`src/rtl/direct_sink.sv`:
```
// Terminating AXI4-Stream sink: drains beats under drain_en control and keeps
// beat/packet/byte statistics, last packet length, last tuser and a tkeep error flag.
module direct_sink #(
  parameter int DATA_WIDTH     = 512,
  parameter int USER_WIDTH     = 64,
  parameter int CNT_WIDTH      = 32,
  parameter int BYTE_CNT_WIDTH = 48,
  parameter int LEN_WIDTH      = 24,
  localparam int KEEP_WIDTH    = DATA_WIDTH / 8
) (
  input  logic                      aclk,
  input  logic                      aresetn,
  input  logic                      dt_tvalid,
  output logic                      dt_tready,
  input  logic [DATA_WIDTH-1:0]     dt_tdata,
  input  logic [KEEP_WIDTH-1:0]     dt_tkeep,
  input  logic                      dt_tlast,
  input  logic [USER_WIDTH-1:0]     dt_tuser,
  input  logic                      drain_en,
  input  logic                      clear,
  output logic [CNT_WIDTH-1:0]      beat_count,
  output logic [CNT_WIDTH-1:0]      pkt_count,
  output logic [BYTE_CNT_WIDTH-1:0] byte_count,
  output logic [LEN_WIDTH-1:0]      last_pkt_len,
  output logic [USER_WIDTH-1:0]     last_tuser,
  output logic                      in_packet,
  output logic                      keep_err
);

  localparam int POP_W = $clog2(KEEP_WIDTH + 1);

  logic                      init_reg, init_next;
  logic                      ready_reg, ready_next;
  logic [CNT_WIDTH-1:0]      beat_count_reg, beat_count_next;
  logic [CNT_WIDTH-1:0]      pkt_count_reg, pkt_count_next;
  logic [BYTE_CNT_WIDTH-1:0] byte_count_reg, byte_count_next;
  logic [LEN_WIDTH-1:0]      cur_len_reg, cur_len_next;
  logic [LEN_WIDTH-1:0]      last_pkt_len_reg, last_pkt_len_next;
  logic [USER_WIDTH-1:0]     last_tuser_reg, last_tuser_next;
  logic                      in_packet_reg, in_packet_next;
  logic                      keep_err_reg, keep_err_next;

  logic                      accept;
  logic [POP_W-1:0]          pop_sum [KEEP_WIDTH+1];
  logic [POP_W-1:0]          keep_pop;
  logic [KEEP_WIDTH-1:0]     keep_plus1;
  logic                      keep_bad;
  logic                      unused_tdata;

  assign unused_tdata = ^dt_tdata;
  assign accept       = dt_tvalid && ready_reg;

  assign pop_sum[0] = '0;
  generate
    for (genvar gi = 0; gi < KEEP_WIDTH; gi++) begin : g_pop
      assign pop_sum[gi+1] = pop_sum[gi] + POP_W'(dt_tkeep[gi]);
    end
  endgenerate
  assign keep_pop = pop_sum[KEEP_WIDTH];

  // Legal keep is low-justified contiguous ones (2^k-1, k>=1); non-last beats must be full.
  assign keep_plus1 = dt_tkeep + KEEP_WIDTH'(1);
  assign keep_bad   = (dt_tkeep == '0) || ((dt_tkeep & keep_plus1) != '0) ||
                      (!dt_tlast && (dt_tkeep != '1));

  always_comb begin
    init_next  = 1'b1;
    // init_reg holds ready low for the first edge after reset release
    ready_next = drain_en && init_reg;

    beat_count_next   = clear ? '0 : beat_count_reg;
    pkt_count_next    = clear ? '0 : pkt_count_reg;
    byte_count_next   = clear ? '0 : byte_count_reg;
    cur_len_next      = clear ? '0 : cur_len_reg;
    last_pkt_len_next = clear ? '0 : last_pkt_len_reg;
    last_tuser_next   = clear ? '0 : last_tuser_reg;
    in_packet_next    = clear ? 1'b0 : in_packet_reg;
    keep_err_next     = clear ? 1'b0 : keep_err_reg;

    // Accepted beat applies on top of the (possibly cleared) base values
    if (accept) begin
      beat_count_next = beat_count_next + CNT_WIDTH'(1);
      byte_count_next = byte_count_next + BYTE_CNT_WIDTH'(keep_pop);
      cur_len_next    = (in_packet_next ? cur_len_next : '0) + LEN_WIDTH'(keep_pop);
      if (!in_packet_next) begin
        last_tuser_next = dt_tuser;
      end
      if (keep_bad) begin
        keep_err_next = 1'b1;
      end
      if (dt_tlast) begin
        pkt_count_next    = pkt_count_next + CNT_WIDTH'(1);
        last_pkt_len_next = cur_len_next;
        in_packet_next    = 1'b0;
      end else begin
        in_packet_next = 1'b1;
      end
    end
  end

  always_ff @(posedge aclk or negedge aresetn) begin
    if (!aresetn) begin
      init_reg         <= 1'b0;
      ready_reg        <= 1'b0;
      beat_count_reg   <= '0;
      pkt_count_reg    <= '0;
      byte_count_reg   <= '0;
      cur_len_reg      <= '0;
      last_pkt_len_reg <= '0;
      last_tuser_reg   <= '0;
      in_packet_reg    <= 1'b0;
      keep_err_reg     <= 1'b0;
    end else begin
      init_reg         <= init_next;
      ready_reg        <= ready_next;
      beat_count_reg   <= beat_count_next;
      pkt_count_reg    <= pkt_count_next;
      byte_count_reg   <= byte_count_next;
      cur_len_reg      <= cur_len_next;
      last_pkt_len_reg <= last_pkt_len_next;
      last_tuser_reg   <= last_tuser_next;
      in_packet_reg    <= in_packet_next;
      keep_err_reg     <= keep_err_next;
    end
  end

  assign dt_tready    = ready_reg;
  assign beat_count   = beat_count_reg;
  assign pkt_count    = pkt_count_reg;
  assign byte_count   = byte_count_reg;
  assign last_pkt_len = last_pkt_len_reg;
  assign last_tuser   = last_tuser_reg;
  assign in_packet    = in_packet_reg;
  assign keep_err     = keep_err_reg;

endmodule

```
`config.mk`:
```
export PLATFORM = sky130hd
export DESIGN_NAME = direct_sink
export DESIGN_NICKNAME = d
export VERILOG_FILES = /design/src/rtl/direct_sink.sv
export SDC_FILE = /design/constraint.sdc
export NUM_CORES = 1
export LEC_CHECK = 0
export ABC_CLOCK_PERIOD_IN_PS = 4100
export BUFFER_PORTS_ARGS = -buffer_cell sky130_fd_sc_hd__buf_2
export CAP_MARGIN = 20
export CORE_AREA = 2 2 334 336
export CTS_CLUSTER_DIAMETER = 120
export CTS_CLUSTER_SIZE = 40
export DETAILED_ROUTE_END_ITERATION = 7
export DIE_AREA = 0 0 336 338
export HOLD_SLACK_MARGIN = 0.15
export PLACE_DENSITY_LB_ADDON = 0.25
export SLEW_MARGIN = 15
export SYNTH_ARGS = -nofsm -noshare
export SYNTH_HDL_FRONTEND = slang
export SYNTH_SLANG_ARGS = --single-unit
```
`constraint.sdc`:
```
create_clock -name aclk -period 4.1 [get_ports aclk]
set_input_delay 0.41 -clock aclk [delete_from_list [all_inputs] [get_ports aclk]]
set_output_delay 0.41 -clock aclk [all_outputs]
set_load 0.02 [all_outputs]
```
# [After elaboration in Yosys (flattened, before gate mapping)]
# Index checks and enable logic that the tools add are counted.
# W data, S select, Z words.
[totals] in_bits=646 regBits=228 word_cells=110 out_inout_bits=203
[classes] n_mux=22 addsub=68 reduce_logical=8 n_eq_ne=1 bitwise=1
[ops] op="$add A7 B1 Y7" n=57
[ops] op="$mux W64" n=3
[ops] op="$mux W32" n=5
[ops] op="$mux W24" n=6
[ops] op="$mux W48" n=2
[ops] op="$add A32 B1 Y32 const B" n=2
[ops] op="$add A64 B1 Y64 const B" n=1
[ops] op="$and A64 B64 Y64" n=1
[ops] op="$logic_not A64 Y1" n=1
[ops] op="$ne A64 B64 Y1 const B" n=1
[ops] op="$reduce_bool A64 Y1" n=1
[ops] op="$add A48 B7 Y48" n=1
[ops] op="$add A24 B7 Y24" n=1
[ops] op="$add A6 B1 Y7" n=1
[ops] op="$add A5 B1 Y6" n=1
[ops] op="$mux W1" n=6
[ops] op="$add A4 B1 Y5" n=1
[ops] op="$add A3 B1 Y4" n=1
[ops] op="$add A2 B1 Y3" n=1
[ops] op="$logic_and A1 B1 Y1" n=3
[ops] op="$add A1 B1 Y2" n=1
[ops] op="$logic_or A1 B1 Y1" n=2
[ops] op="$logic_not A1 Y1" n=1

# [Logic depth before layout (Yosys ltp)]
[logic_depth] ltp_word=66 depth_mapped=30 mapped_depth_nobuf=28

# [Worst setup path before layout]
# OpenSTA, ideal clock, no wires.
[synth_path] kind="input port to flip-flop" startpoint="in dt_tkeep[35]" endpoint="reg last_pkt_len_reg[18] (netlist: last_pkt_len[18])" slack_ns=-3.578 arrival_time_ns=7.557 required_time_ns=3.978 stages=29 cell_sequence="inv_1 -> fa_1 -> inv_1 -> fa_1 -> fa_1 -> inv_1 -> fa_1 -> inv_1 -> fa_1 -> fa_1 -> fa_1 -> inv_1 -> fa_1 -> inv_1 -> ha_1 -> a21oi_1 -> nor2b_1 -> a311oi_4 -> xnor2_1 -> ha_1 -> nand2_1 -> a2111oi_0 -> a211o_1 -> a21oi_1 -> o21ai_0 -> clkbuf_1 -> nand4_1 -> xnor2_1 -> a32o_1"
[synth_via] elab_chain_len=32
[synth_rtl] item="start, declared" line="16" text="input logic [KEEP_WIDTH-1:0] dt_tkeep,"
[synth_rtl] item="$add A7 B1 Y7 (29 in a row)" line="56" text="assign pop_sum[gi+1] = pop_sum[gi] + POP_W'(dt_tkeep[gi]);"
[synth_rtl] item="$add A24 B7 Y24" line="84" text="cur_len_next = (in_packet_next ? cur_len_next : '0) + LEN_WIDTH'(keep_pop);"
[synth_rtl] item="$mux W24" line="91" text="if (dt_tlast) begin"
[synth_rtl] item="$mux W24" line="81" text="if (accept) begin"
[synth_rtl] item="net last_pkt_len_next[18]" line="38" text="logic [LEN_WIDTH-1:0] last_pkt_len_reg, last_pkt_len_next;"
[synth_rtl] item="end signal, assigned" line="120" text="last_pkt_len_reg <= last_pkt_len_next;"
[synth_rtl] item="end, declared" line="38"
# The timed path passes the listed nets, and every way through them passes these cells.

# [Final worst setup path]
[layout_path] startpoint="in dt_tkeep[37]" endpoint="reg cur_len_reg[21]"
[layout_via] elab_chain_len=29
[layout_rtl] item="$add A7 B1 Y7 (27 in a row)" line="56"
[layout_rtl] item="$add A24 B7 Y24" line="84"
[layout_rtl] item="$mux W24" line="81"
[layout_rtl] item="net cur_len_next[21]" line="37" text="logic [LEN_WIDTH-1:0] cur_len_reg, cur_len_next;"
[layout_rtl] item="end signal, assigned" line="119" text="cur_len_reg <= cur_len_next;"
[layout_rtl] item="end, declared" line="37"
# The timed path passes the listed nets, and every way through them passes these cells.

==> results.sh <==
export IMPL_routed_wl_um=62100
export IMPL_clock_path_buffers=3
export IMPL_grt_use_total_pct=10.7
export IMPL_insertion_delay_ns=0.53
export IMPL_layout_commonest_cell="buf_2"
export IMPL_fp_coreArea_sq_mm=0.110
export IMPL_nFillCells=12300
export IMPL_synth_top_area_share_pct=40.1
export IMPL_grt_overflow_total=0
export IMPL_place_gp_congestion=0.904
export IMPL_timing_final_ws_setup_ns=-2.94
export IMPL_area_delta_synth_final_pct=51.2
export IMPL_r2r_start="dt_tready"
export IMPL_finalSetupViolations=96
export IMPL_io_buffer_count=336
export IMPL_cts_sinks=228
export IMPL_grt_pass1_wl_um=92000
export IMPL_postSynthCellCount=1562
export IMPL_worst_pin_slew_ns=0.973
export IMPL_reg2reg_depth=8
export IMPL_synth_distinct_cells=71
export IMPL_yosys_area_top_type="dfrtp_1"
export IMPL_die_area_sq_mm=0.114
export IMPL_worst_setup_path_type="input port to flip-flop"
export IMPL_hold_viol_final=0
export IMPL_layout_nets=2831
export IMPL_die_y_um=338
export IMPL_synthTopCellsByArea="dfrtp_1 40%, fa_1 7.9%, nand2_1 5.1%"
export IMPL_grt_start_max_net_pins=129
export IMPL_worstPathMaxFanout=7
export IMPL_hp_class="input port to flip-flop"
export IMPL_post_route_min_period_ns=7.04
export IMPL_numCtsBuffers=13
export IMPL_period_share_pct=172
export IMPL_htreeDepth=1
export IMPL_synth_seq_cells=228
export IMPL_maxCapViolations=0
export IMPL_r2r_end="pkt_count[29]"
export IMPL_slew_headroom_pct=35.0
export IMPL_ant_nets=0
export IMPL_synth_main_ff_cell="dfrtp_1"
export IMPL_syn_area_sq_mm=0.0142
export IMPL_avgSynthCellArea_sq_um=9.11
export IMPL_antenna_found_initial=10
export IMPL_layout_common_cells="329 x buf_2, 228 x dfrtp_1, 179 x nand2_1, 150 x buf_4"
export IMPL_wl_per_cell_um=17.3
export IMPL_rrSetupSlack_ns=0.47
export IMPL_status="complete, but fails checks"
export IMPL_synthArstFlopShare_pct=100
export IMPL_drt_iter0_markers=662
export IMPL_clock_fmax_mhz=142
export IMPL_start_util_pct=12.9
export IMPL_cts_root_buf="clkbuf_16"
export IMPL_io_pins=849
export IMPL_clkTransAtPathRegs_ns=0.14
export IMPL_fin_skew_ns=0.0359
export IMPL_timing_hold_ws_ns=0.192
export IMPL_synth_yosys_warnings=0
export IMPL_viasPerCell=3.72
export IMPL_syn_num_nets=2296
export IMPL_cts_tree="yes"
export IMPL_num_vias=13400
export IMPL_start_kind="input port"
export IMPL_slew_violations=0
export IMPL_firstDrtPassIters=5
export IMPL_row_count=122
export IMPL_hp_start="clear"
export IMPL_synth_edff_count=0
export IMPL_crit_arrival_ns=7.50
export IMPL_chipWidth_um=336
export IMPL_hpwlAfterDp_um=48400
export IMPL_drc_errors=0
export IMPL_hold_end="beat_count[6]"
export IMPL_seq_area_frac_synth_pct=40.1
export IMPL_grt_setup_unrepaired="true"
export IMPL_violations="negative setup slack"
export IMPL_grt_pass1_vias=13900
export IMPL_cp_end_kind="flip-flop"
export IMPL_cp_required_ns=4.57
export IMPL_min_path_cells=2
export IMPL_layout_drive_gt1_share_pct=34.7
export IMPL_largest_reg_flops=64
==> metal layers <==
metal / track usage, % / part of all wire, % / wire [um]
met1: 13.3 / 42 / 26200
met2: 17.3 / 45 / 28200
met3: 4.11 / 9.5 / 5910
met4: 2.73 / 2.9 / 1790
met5: 0 / 0.026 / 16
==> layout make-up <==
class | count | area (sq um) | share of cell area, %
tap | 1488 | 1860 | 8.65
multi-input combinational | 1149 | 8940 | 41.6
clock inverter | 7 | 134 | 0.622
clock buffer | 14 | 329 | 1.53
sequential | 228 | 5710 | 26.5
timing repair buffer | 591 | 4090 | 19.0
antenna | 3 | 7.51 | 0.0349
inverter | 114 | 443 | 2.06
==> logic make-up (layout without fill, tap and decap cells) <==
kind of cell    Yosys count  in the layout  synth area share (%)
simple gates            682            682                  25.1
compound gates          263            263                  11.6
flops                   228            228                  40.1
buf+inv                 185            726                  4.89
xor+xnor                108            108                  7.04
fa+ha+maj                89             89                  10.8
mux                       6              6                 0.457
other cells               1              4                0.0264
==> per-stage QoR <==
step / setup WS, ns / setup TNS [ns] / instances / util [%] / area [sq um]
6_report: -2.94 / -250.09 / 3594 / 19.6 / 21500
5_1_grt: -3.10 / -265.53 / 3591 / 19.5 / 21500
4_1_cts: -2.86 / -244.59 / 3582 / 19.2 / 21100
3_5_place_dp: -3.58 / -308.41 / 3474 / 17.5 / 19300
3_3_place_gp: -3.59 / -310.95 / 3474 / 17.5 / 19300
2_1_floorplan: -3.02 / -250.57 / 1562 / - / 14700
==> worst max path at each step <==
stage                       endpoint  slack (ns)         start
floorplan            cur_len_reg[20]       -3.02  dt_tkeep[39]
global route        last_pkt_len[12]       -3.10  dt_tkeep[49]
global placement      byte_count[44]       -3.59  dt_tkeep[39]
detailed placement    byte_count[44]       -3.58  dt_tkeep[39]
finish               cur_len_reg[21]       -2.94  dt_tkeep[37]
CTS                 last_pkt_len[18]       -2.86  dt_tkeep[49]
==> worst max-delay path, cell delays in order <==
cell and delay [ns]:
buf_8 0.08, inv_4 0.03, fa_1 0.60, inv_2 0.06
fa_2 0.54, inv_2 0.04, fa_2 0.52, fa_1 0.43
fa_2 0.56, fa_1 0.43, fa_1 0.50, fa_1 0.52
inv_2 0.05, ha_4 0.17, fa_2 0.51, ha_4 0.30
a21o_1 0.10, a21o_1 0.18, a21oi_2 0.09, o211a_1 0.24
a211oi_4 0.28, buf_12 0.16, nand4b_1 0.13, buf_4 0.17
mux2_2 0.27, a21oi_2 0.13
==> repair_timing <==
item / in CTS / in global routing
resized for setup: 91 / 82
buffers inserted: 24 / 15
setup endpoints to repair: 96 / 96
pin swaps: 65 / 63
endpoints found under the hold margin: 160 / 0
cloned: 1 / 1
hold buffers: 66 / 0
==> cell usage after synthesis (all sizes together), types with 7 or more instances <==
library cell,instances
a21o,10
o21ai,120
and3,20
a21oi,47
or4,12
o22ai,9
nand3,41
nor3,20
fa,56
dfrtp,228
nand4,59
o31ai,10
buf,9
nand2b,90
or3,22
inv,114
nand2,194
ha,32
a31oi,7
clkbuf,62
xnor2,66
nor3b,7
xor2,38
and2,14
a32oi,7
nor4,29
nand3b,23
nand4b,8
nor2,91
nor2b,39
Power is left out: the tool's default activity adds up to more than one toggle a clock period on the data nets, which glitch-free logic cannot reach.
